--- src/rtl/seq_sub_pkg.sv ---
// Shared types and constants for the sequential exponent subtractor.
package seq_sub_pkg;

    localparam int CHUNK = 3;

    typedef enum logic [1:0] {
        IDLE = 2'd0,
        RUN  = 2'd1,
        NEG  = 2'd2,
        DONE = 2'd3
    } seq_sub_state_t;

    // Chunk counter width; at least one bit even for a single-chunk operand.
    function automatic int cnt_w(input int width);
        return ((width / CHUNK) > 1) ? $clog2(width / CHUNK) : 1;
    endfunction

endpackage

--- src/rtl/seq_exp_subtractor_cla3_chunk.sv ---
// 3-bit carry-lookahead adder slice shared by the subtract and negate passes.
module cla3_chunk (
    input  logic [2:0] x,
    input  logic [2:0] y,
    input  logic       ci,
    output logic [2:0] s,
    output logic       co
);
    logic [2:0] w_g;
    logic [2:0] w_p;
    logic       w_c1;
    logic       w_c2;

    assign w_g  = x & y;
    assign w_p  = x ^ y;
    assign w_c1 = w_g[0] | (w_p[0] & ci);
    assign w_c2 = w_g[1] | (w_p[1] & w_g[0]) | (w_p[1] & w_p[0] & ci);
    assign co   = w_g[2] | (w_p[2] & w_g[1]) | (w_p[2] & w_p[1] & w_g[0])
                | (w_p[2] & w_p[1] & w_p[0] & ci);
    assign s    = w_p ^ {w_c2, w_c1, ci};

endmodule

--- src/rtl/seq_exp_subtractor.sv ---
// Multi-cycle A - B exponent subtractor, 3 bits per cycle LSB-first.
// Define SEQ_SUB_ABS_EN to return |A - B| (adds the NEG pass).
//
// state | meaning
// IDLE  | waiting for operands, in_ready high
// RUN   | one 3-bit chunk of a + ~b + carry per cycle
// NEG   | two's-complement negate of diff, chunk-wise (ABS build only)
// DONE  | result held with out_valid until out_ready
module seq_exp_subtractor
    import seq_sub_pkg::*;
#(
    parameter int WIDTH = 9
) (
    input  logic             clk,
    input  logic             rst,
    input  logic             in_valid,
    output logic             in_ready,
    input  logic [WIDTH-1:0] a,
    input  logic [WIDTH-1:0] b,
    output logic             out_valid,
    input  logic             out_ready,
    output logic [WIDTH-1:0] diff,
    output logic             borrow,
    output logic             zero
);
    localparam int N  = WIDTH / CHUNK;
    localparam int KW = cnt_w(WIDTH);
    localparam logic [KW-1:0] K_LAST = KW'(N - 1);

    seq_sub_state_t r_state;
    seq_sub_state_t w_next;

    logic [WIDTH-1:0] r_a;
    logic [WIDTH-1:0] r_nb;
    logic [WIDTH-1:0] r_diff;
    logic [KW-1:0]    r_k;
    logic             r_carry;
    logic             r_borrow;
    logic             r_zero;

    logic [2:0]       w_x;
    logic [2:0]       w_y;
    logic [2:0]       w_s;
    logic             w_co;
    logic             w_last;
    logic [WIDTH-1:0] w_diff_nxt;

    assign w_last = (r_k == K_LAST);

    // One adder serves both passes: RUN adds a + ~b, NEG adds ~diff + 0.
    always_comb begin
        w_x = r_a[r_k*CHUNK +: CHUNK];
        w_y = r_nb[r_k*CHUNK +: CHUNK];
`ifdef SEQ_SUB_ABS_EN
        if (r_state == NEG) begin
            w_x = ~r_diff[r_k*CHUNK +: CHUNK];
            w_y = '0;
        end
`endif
        w_diff_nxt = r_diff;
        w_diff_nxt[r_k*CHUNK +: CHUNK] = w_s;
    end

    cla3_chunk u_cla (
        .x  (w_x),
        .y  (w_y),
        .ci (r_carry),
        .s  (w_s),
        .co (w_co)
    );

    always_ff @(posedge clk) begin
        if (rst) r_state <= IDLE;
        else     r_state <= w_next;
    end

    always_comb begin
        w_next = r_state;
        case (r_state)
            IDLE: if (in_valid) w_next = RUN;
            RUN: begin
                if (w_last) begin
`ifdef SEQ_SUB_ABS_EN
                    w_next = w_co ? DONE : NEG;
`else
                    w_next = DONE;
`endif
                end
            end
`ifdef SEQ_SUB_ABS_EN
            NEG:  if (w_last) w_next = DONE;
`endif
            DONE: if (out_ready) w_next = IDLE;
            default: w_next = IDLE;
        endcase
    end

    always_ff @(posedge clk) begin
        if (rst) begin
            r_a      <= '0;
            r_nb     <= '0;
            r_diff   <= '0;
            r_k      <= '0;
            r_carry  <= 1'b0;
            r_borrow <= 1'b0;
            r_zero   <= 1'b0;
        end else begin
            case (r_state)
                IDLE: begin
                    if (in_valid) begin
                        r_a     <= a;
                        r_nb    <= ~b;
                        r_carry <= 1'b1;
                        r_k     <= '0;
                    end
                end
                RUN: begin
                    r_diff  <= w_diff_nxt;
                    r_carry <= w_co;
                    r_k     <= r_k + KW'(1);
                    if (w_last) begin
                        r_borrow <= ~w_co;
                        r_zero   <= (w_diff_nxt == '0);
                        // Re-arm for the negate pass; harmless when going to DONE.
                        r_k      <= '0;
                        r_carry  <= 1'b1;
                    end
                end
`ifdef SEQ_SUB_ABS_EN
                NEG: begin
                    r_diff  <= w_diff_nxt;
                    r_carry <= w_co;
                    r_k     <= w_last ? '0 : r_k + KW'(1);
                end
`endif
                default: ;
            endcase
        end
    end

    assign in_ready  = (r_state == IDLE);
    assign out_valid = (r_state == DONE);
    assign diff      = r_diff;
    assign borrow    = r_borrow;
    assign zero      = r_zero;

endmodule

--- config.mk ---
export PLATFORM = sky130hd
export DESIGN_NAME = seq_exp_subtractor
export DESIGN_NICKNAME = d
export VERILOG_FILES = /design/src/rtl/seq_sub_pkg.sv /design/src/rtl/seq_exp_subtractor_cla3_chunk.sv /design/src/rtl/seq_exp_subtractor.sv
export SDC_FILE = /design/constraint.sdc
export NUM_CORES = 1
export LEC_CHECK = 0
export BUFFER_PORTS_ARGS = -buffer_cell sky130_fd_sc_hd__buf_2
export CAP_MARGIN = 20
export CORE_ASPECT_RATIO = 1.1
export CORE_MARGIN = 2
export CORE_UTILIZATION = 49
export DETAILED_ROUTE_END_ITERATION = 8
export PLACE_DENSITY = 0.73
export SETUP_SLACK_MARGIN = 0.2
export SLEW_MARGIN = 5
export SYNTH_ARGS = -nofsm -noshare
export SYNTH_HDL_FRONTEND = slang
export SYNTH_SLANG_ARGS = --single-unit
export TNS_END_PERCENT = 5
--- constraint.sdc ---
create_clock -name clk -period 4.36 [get_ports clk]
set_clock_uncertainty 0.15 [all_clocks]
set_input_delay 1.308 -clock clk [delete_from_list [all_inputs] [get_ports clk]]
set_output_delay 1.308 -clock clk [all_outputs]
set_load 0.02 [all_outputs]
## Word level (Yosys, flattened, before mapping)

Index checks and enable logic that the tools add are counted.

| word-level totals | value |
|---|---|
| input port bits | 22 |
| output and inout port bits | 13 |
| logic and storage cells | 59 |
| register bits after elaboration | 34 |

| cells by class | value |
|---|---|
| shifts and indexed selects | 4 |
| equal/unequal tests | 6 |
| add/subtract/negate cells | 2 |
| bitwise gates (word level) | 20 |
| multiply operators | 1 |
| reductions and logical operators | 7 |
| multiplexer cells | 11 |

Operator list:

| cell | number |
|---|---|
| $neg 4->34 | 1 |
| $shift 3x34->9 const A | 1 |
| $shiftx 3x34->9 | 1 |
| $shiftx 9x5->3 | 2 |
| $mux 2 | 5 |
| $and 1x1->1 | 9 |
| $bwmux 9 | 1 |
| $logic_not 9->1 | 1 |
| $not 9->9 | 1 |
| $or 1x1->1 | 6 |
| $pmux 2 s3 | 1 |
| $reduce_and 2->1 | 3 |
| $xor 3x3->3 | 2 |
| $eq 2x2->1 const B | 2 |
| $mul 2x2->4 const B | 1 |
| $ne 2x2->1 const B | 2 |
| $pmux 2 s2 | 1 |
| $and 3x3->3 | 1 |
| $reduce_and 3->1 | 1 |
| $add 2x1->2 const B | 1 |
| $eq 2x1->1 const B | 1 |
| $logic_not 2->1 | 1 |
| $mux 1 | 2 |
| $ne 2x1->1 const B | 1 |
| 3 further kinds | 3 |

## Longest topological paths before layout

| logic depth | value |
|---|---|
| depth in word-level cells | 10 |
| mapped depth | 9 |
| gate-level depth less buffers | 7 |

## Modules after synthesis

Synthesis repeated with hierarchy kept, for this count alone.

| unflattened totals | value |
|---|---|
| cells, all modules | 200 |
| area total of the unflattened synthesis | 1682.9 µm² |

Modules (own cells, without submodules):

| module | sequential area each (µm²) | times used | area an instance (µm²) | cells each |
|---|---|---|---|---|
| seq_exp_subtractor | 680.7 | 1 | 1567.8 | 186 |
| cla3_chunk | 0.0 | 1 | 115.1 | 14 |

## Worst setup path before layout

No wires, ideal clock.

| timing | value |
|---|---|
| kind | register to register |
| start | register r_k[0] |
| end | register r_zero (netlist: zero) |
| clock period less this slack | 2.440 ns |
| data required time | 4.149 ns |
| stages on the path, launching flop included | 9 |
| path buffers | 2 |
| library setup time | 0.061 ns |
| arrival time | 2.229 ns |
| path slack | 1.920 ns |
| cell sequence | dfxtp_1 -> buf_6 -> clkbuf_1 -> inv_1 -> ha_1 -> nor4bb_2 -> o32a_1 -> a2111oi_2 -> a32o_1 |

| on the way | value |
|---|---|
| word-level cells in the longest chain between the ends | 10 |
| elaborated cells on any way between the ends | 20 |
| classes of those cells | add/sub: 1; mul: 1; eq/ne: 1; shift: 4; mux: 1; bitwise: 10; reduce/logical: 2 |

RTL lines:

| element | RTL line | RTL |
|---|---|---|
| from (decl) | seq_exp_subtractor.sv:36 | `logic [KW-1:0] r_k;` |
| from (signal assigned) | seq_exp_subtractor.sv:120 | `r_k <= r_k + KW'(1);` |
| $mul 2x2->4 | seq_exp_subtractor.sv:52, seq_exp_subtractor.sv:53, seq_exp_subtractor.sv:61 |  |
| $shiftx 9x5->3 (on tied branches) | seq_exp_subtractor.sv:52, seq_exp_subtractor.sv:53 |  |
| $xor 3x3->3 / $and 3x3->3 (equally long branches) | seq_exp_subtractor_cla3_chunk.sv:15, seq_exp_subtractor_cla3_chunk.sv:14 |  |
| $and 1x1->1 | seq_exp_subtractor_cla3_chunk.sv:17 | `assign w_c2 = w_g[1] \| (w_p[1] & w_g[0]) \| (w_p[1] & w_p[0] & ci);` |
| $or 1x1->1 / $and 1x1->1 (equally long branches) | seq_exp_subtractor_cla3_chunk.sv:17 |  |
| $or 1x1->1 | seq_exp_subtractor_cla3_chunk.sv:17 |  |
| $xor 3x3->3 | seq_exp_subtractor_cla3_chunk.sv:20 | `assign s = w_p ^ {w_c2, w_c1, ci};` |
| $shiftx 3x34->9 | seq_exp_subtractor.sv:61 | `w_diff_nxt[r_k*CHUNK +: CHUNK] = w_s;` |
| $bwmux 9 | seq_exp_subtractor.sv:61 |  |
| $logic_not 9->1 | seq_exp_subtractor.sv:123 | `r_zero <= (w_diff_nxt == '0);` |
| to (signal assigned) | seq_exp_subtractor.sv:123 |  |
| to (decl) | seq_exp_subtractor.sv:39 | `logic r_zero;` |

Parallel ways exist; a longest one is shown, timed or not.
A chain may end at the register's enable or synchronous reset.

## Worst setup path in the final report

Same ends and word-level chain as after synthesis.

==> metrics.md <==
| Metric | Value |
|---|---|
| Slew Viols, Final | 0 |
| Hold_sp | r_a[0] |
| Number of max-cap violations | 0 |
| Cts bufs inserted | 5 |
| Synth top area share | 41.8% |
| Startpoint Class | register |
| Pre-antenna DRT Iters | 6 |
| Fillers | 299 |
| Clock Latency Late Sink | 0.34 ns |
| Post-synth ARST share | 0% |
| Critical path's slowest cell | dfxtp_1 |
| Core area | 3100 sq um |
| Post-Syn Nets | 217 |
| DP Worst Slack | 1.60 ns |
| Initial antenna violation count | 0 |
| Area grow syn2layout | 14.6% |
| Sink Count | 34 |
| Leakage | 0.785 nW |
| Final Hold Fails | 0 |
| Synth cell types | 38 |
| Reg2reg start | r_k[0] |
| Headroom to the max-slew limit | 44.8% |
| Antenna Nets Post-Route | 0 |
| Total power | 0.677 mW |
| GRT Total Usage | 19.0% |
| DR vias | 1,437 |
| CP Launch Point | r_k[0] |
| Synthesized instance count | 186 |
| CTS tree | built |
| DR WL/cell | 13.9 um |
| Sequential share of the synthesized area | 41.8% |
| Post-synth EDFFs | 0 |
| DRT iter0 DRCs | 55 |
| Ranking of synthesized cells by area | dfxtp_1 (42%), nand2_1 (8.1%), ha_1 (6.2%), a211oi_1 (4.6%), a21oi_1 (4.6%) |
| Cell area after layout | 1860 sq um |
| GPL Wtd Cong | 0.921 |
| Die outline height | 64.4 um |
| Setup_tns | 0 ns |
| Most common flop cell mapped by yosys | dfxtp_1 |
| IO Count | 35 |
| Largest net degree at the start of global routing | 34 |
| Crit Path Category | reg -> reg |
| Final setup vio count | 0 |
| Area of the die | 3800 sq um |
| Top post-synthesis cells by count | nand2_1 (35), dfxtp_1 (34), nor2_1 (19) |
| Top-count cell post-synth | nand2_1 |
| Failing checks | DRC |
| Max incr delay on CP | 0.81 ns |
| Die width | 58.9 um |
| Least-Margin Pin Slew | 0.828 ns |
| Worst min-delay path category | reg -> reg |
| First-pass GRT wire length | 5.62 mm |
| Final min period | 2.81 ns |
| Worst endpoint required time | 4.49 ns |
| Crit end category | register |
| DRC Markers | 1 |
| Post-cts sizing count | 0 |
| Congestion Overflow GR | 0 |
| Final WS setup | 1.55 ns |
| CTS HTree Levels | 2 |
| Hold slack | 0.314 ns |
| RSZ-0062 raised after global routing | false |
| CTS Buffer Depth | 2 |
| Placed instance area | 1790 sq um |
| Layout cells sized above 1 | 21.7% |
| Peak supply drop | 0.165 mV |
| CP max FO | 18 |
| Site Rows | 21 |
| Status | finished with violations |
| Post-Syn Area | 1630 sq um |
| Post-DP HPWL | 2.56 mm |
| Overall routed net length | 3.48 mm |
| Cell taking the most area after synthesis | dfxtp_1 |
| Register bit total from synthesis | 34 |
| Vias/cell | 5.73 |
| Syn Area/Cell | 8.74 sq um |
| Initial Util | 52.5% |
| Vias in the first global route | 1,316 |
| Pwr dens | 363 nW/um^2 |
| Ant. Diodes | 0 |
| Final critical-path share of the clock period | 64.5% |
| Ys Warns | 0 |
| Worst EP arrival | 2.94 ns |
| Buffers on Ports | 34 |
| Layout Nets | 247 |
| Root Driver | clkbuf_4 |
| FMAX | 0.356 GHz |
| Post CTS Setup Buffer Count | 0 |
| Cts hold-fix bufs | 0 |
| Reg clk slew, reported paths | 0.10 ns |
| Crit-path cells | mux2i_1 -> o22ai_1 -> fa_1 -> xor2_1 -> o32a_1 -> a2111oi_2 -> a32o_1 |
==> cell families (layout without fill, tap and decap cells) <==
family	Yosys count	after routing	synth area share [%]
and+or+nand+nor	68	68	19.4
buffers and inverters	16	47	4.46
xor gates and xnor gates	1	1	0.539
muxes	7	7	4.31
adders and majority gates	9	9	7.38
AOI/OAI and AO/OA	51	51	22.1
DFF	34	34	41.8
==> cell usage in the layout, fill, tap and decap left out, drive strengths merged, types with 3 or more instances in the layout <==
master   n
mux2i    7
clkbuf   8
dfxtp   34
a21oi   15
a22oi    3
nand2   35
o22ai    6
nor2    19
inv      5
a32oi    3
a211oi  10
ha       8
buf     34
and2     3
==> worst max-delay path: cells and delay by family (launching register included) <==
kind,cells,cell delay [ns]
AOI/OAI and AO/OA,4,0.86
DFF,1,0.81
adders and majority gates,1,0.47
muxes,1,0.26
xor gates and xnor gates,1,0.20
==> flip-flops by register name, summed over array words and instances (netlist names) <==
| register | flops |
|---|---|
| diff | 9 |
| r_nb | 9 |
| borrow | 1 |
| r_a | 9 |
| r_carry | 1 |
| r_state | 2 |
| r_k | 2 |
| zero | 1 |
==> stage by stage <==
step | std cells | util (%)
after global placement | 243 | 57.6
after detailed placement | 243 | 57.6
final | 251 | 60.1
after floorplan | 186 | -
after global routing | 251 | 60.1
after CTS | 251 | 60.1
==> area by class of cell <==
cell class                      count  area [sq um]  share of cell area (%)
Clock buffer                        8          78.8                    4.23
Inverter                            5          18.8                    1.01
Multi-Input combinational cell    136           873                    46.8
Sequential cell                    34           681                    36.5
Tap cell                           34          42.5                    2.28
Timing Repair Buffer               34           170                    9.13
==> final timing paths <==
path | to | slack (ns) | cells after the start
hold / removal | r_a[0] | 0.31 | 2
setup reg to reg | zero | 1.55 | 7
setup / recovery | zero | 1.55 | 7
hold reg to reg | r_a[0] | 0.31 | 2
==> power breakdown <==
part | switching, mW | internal, mW
Sequential | 0.0160 | 0.328
Clock | 0.103 | 0.110
Combinational | 0.0687 | 0.0509
Total | 0.188 | 0.489
==> routing by layer <==
| layer | part of all wire, % | global-route usage [%] | up-vias |
|---|---|---|---|
| li1 | - | - | 724 |
| met1 | 45 | 22.5 | 677 |
| met2 | 49 | 31.8 | 28 |
| met3 | 4.1 | 4.79 | 8 |
| met4 | 1.3 | 8.81 | 0 |
| met5 | 0 | 0 | - |
Power figures use the tool's default switching activity.
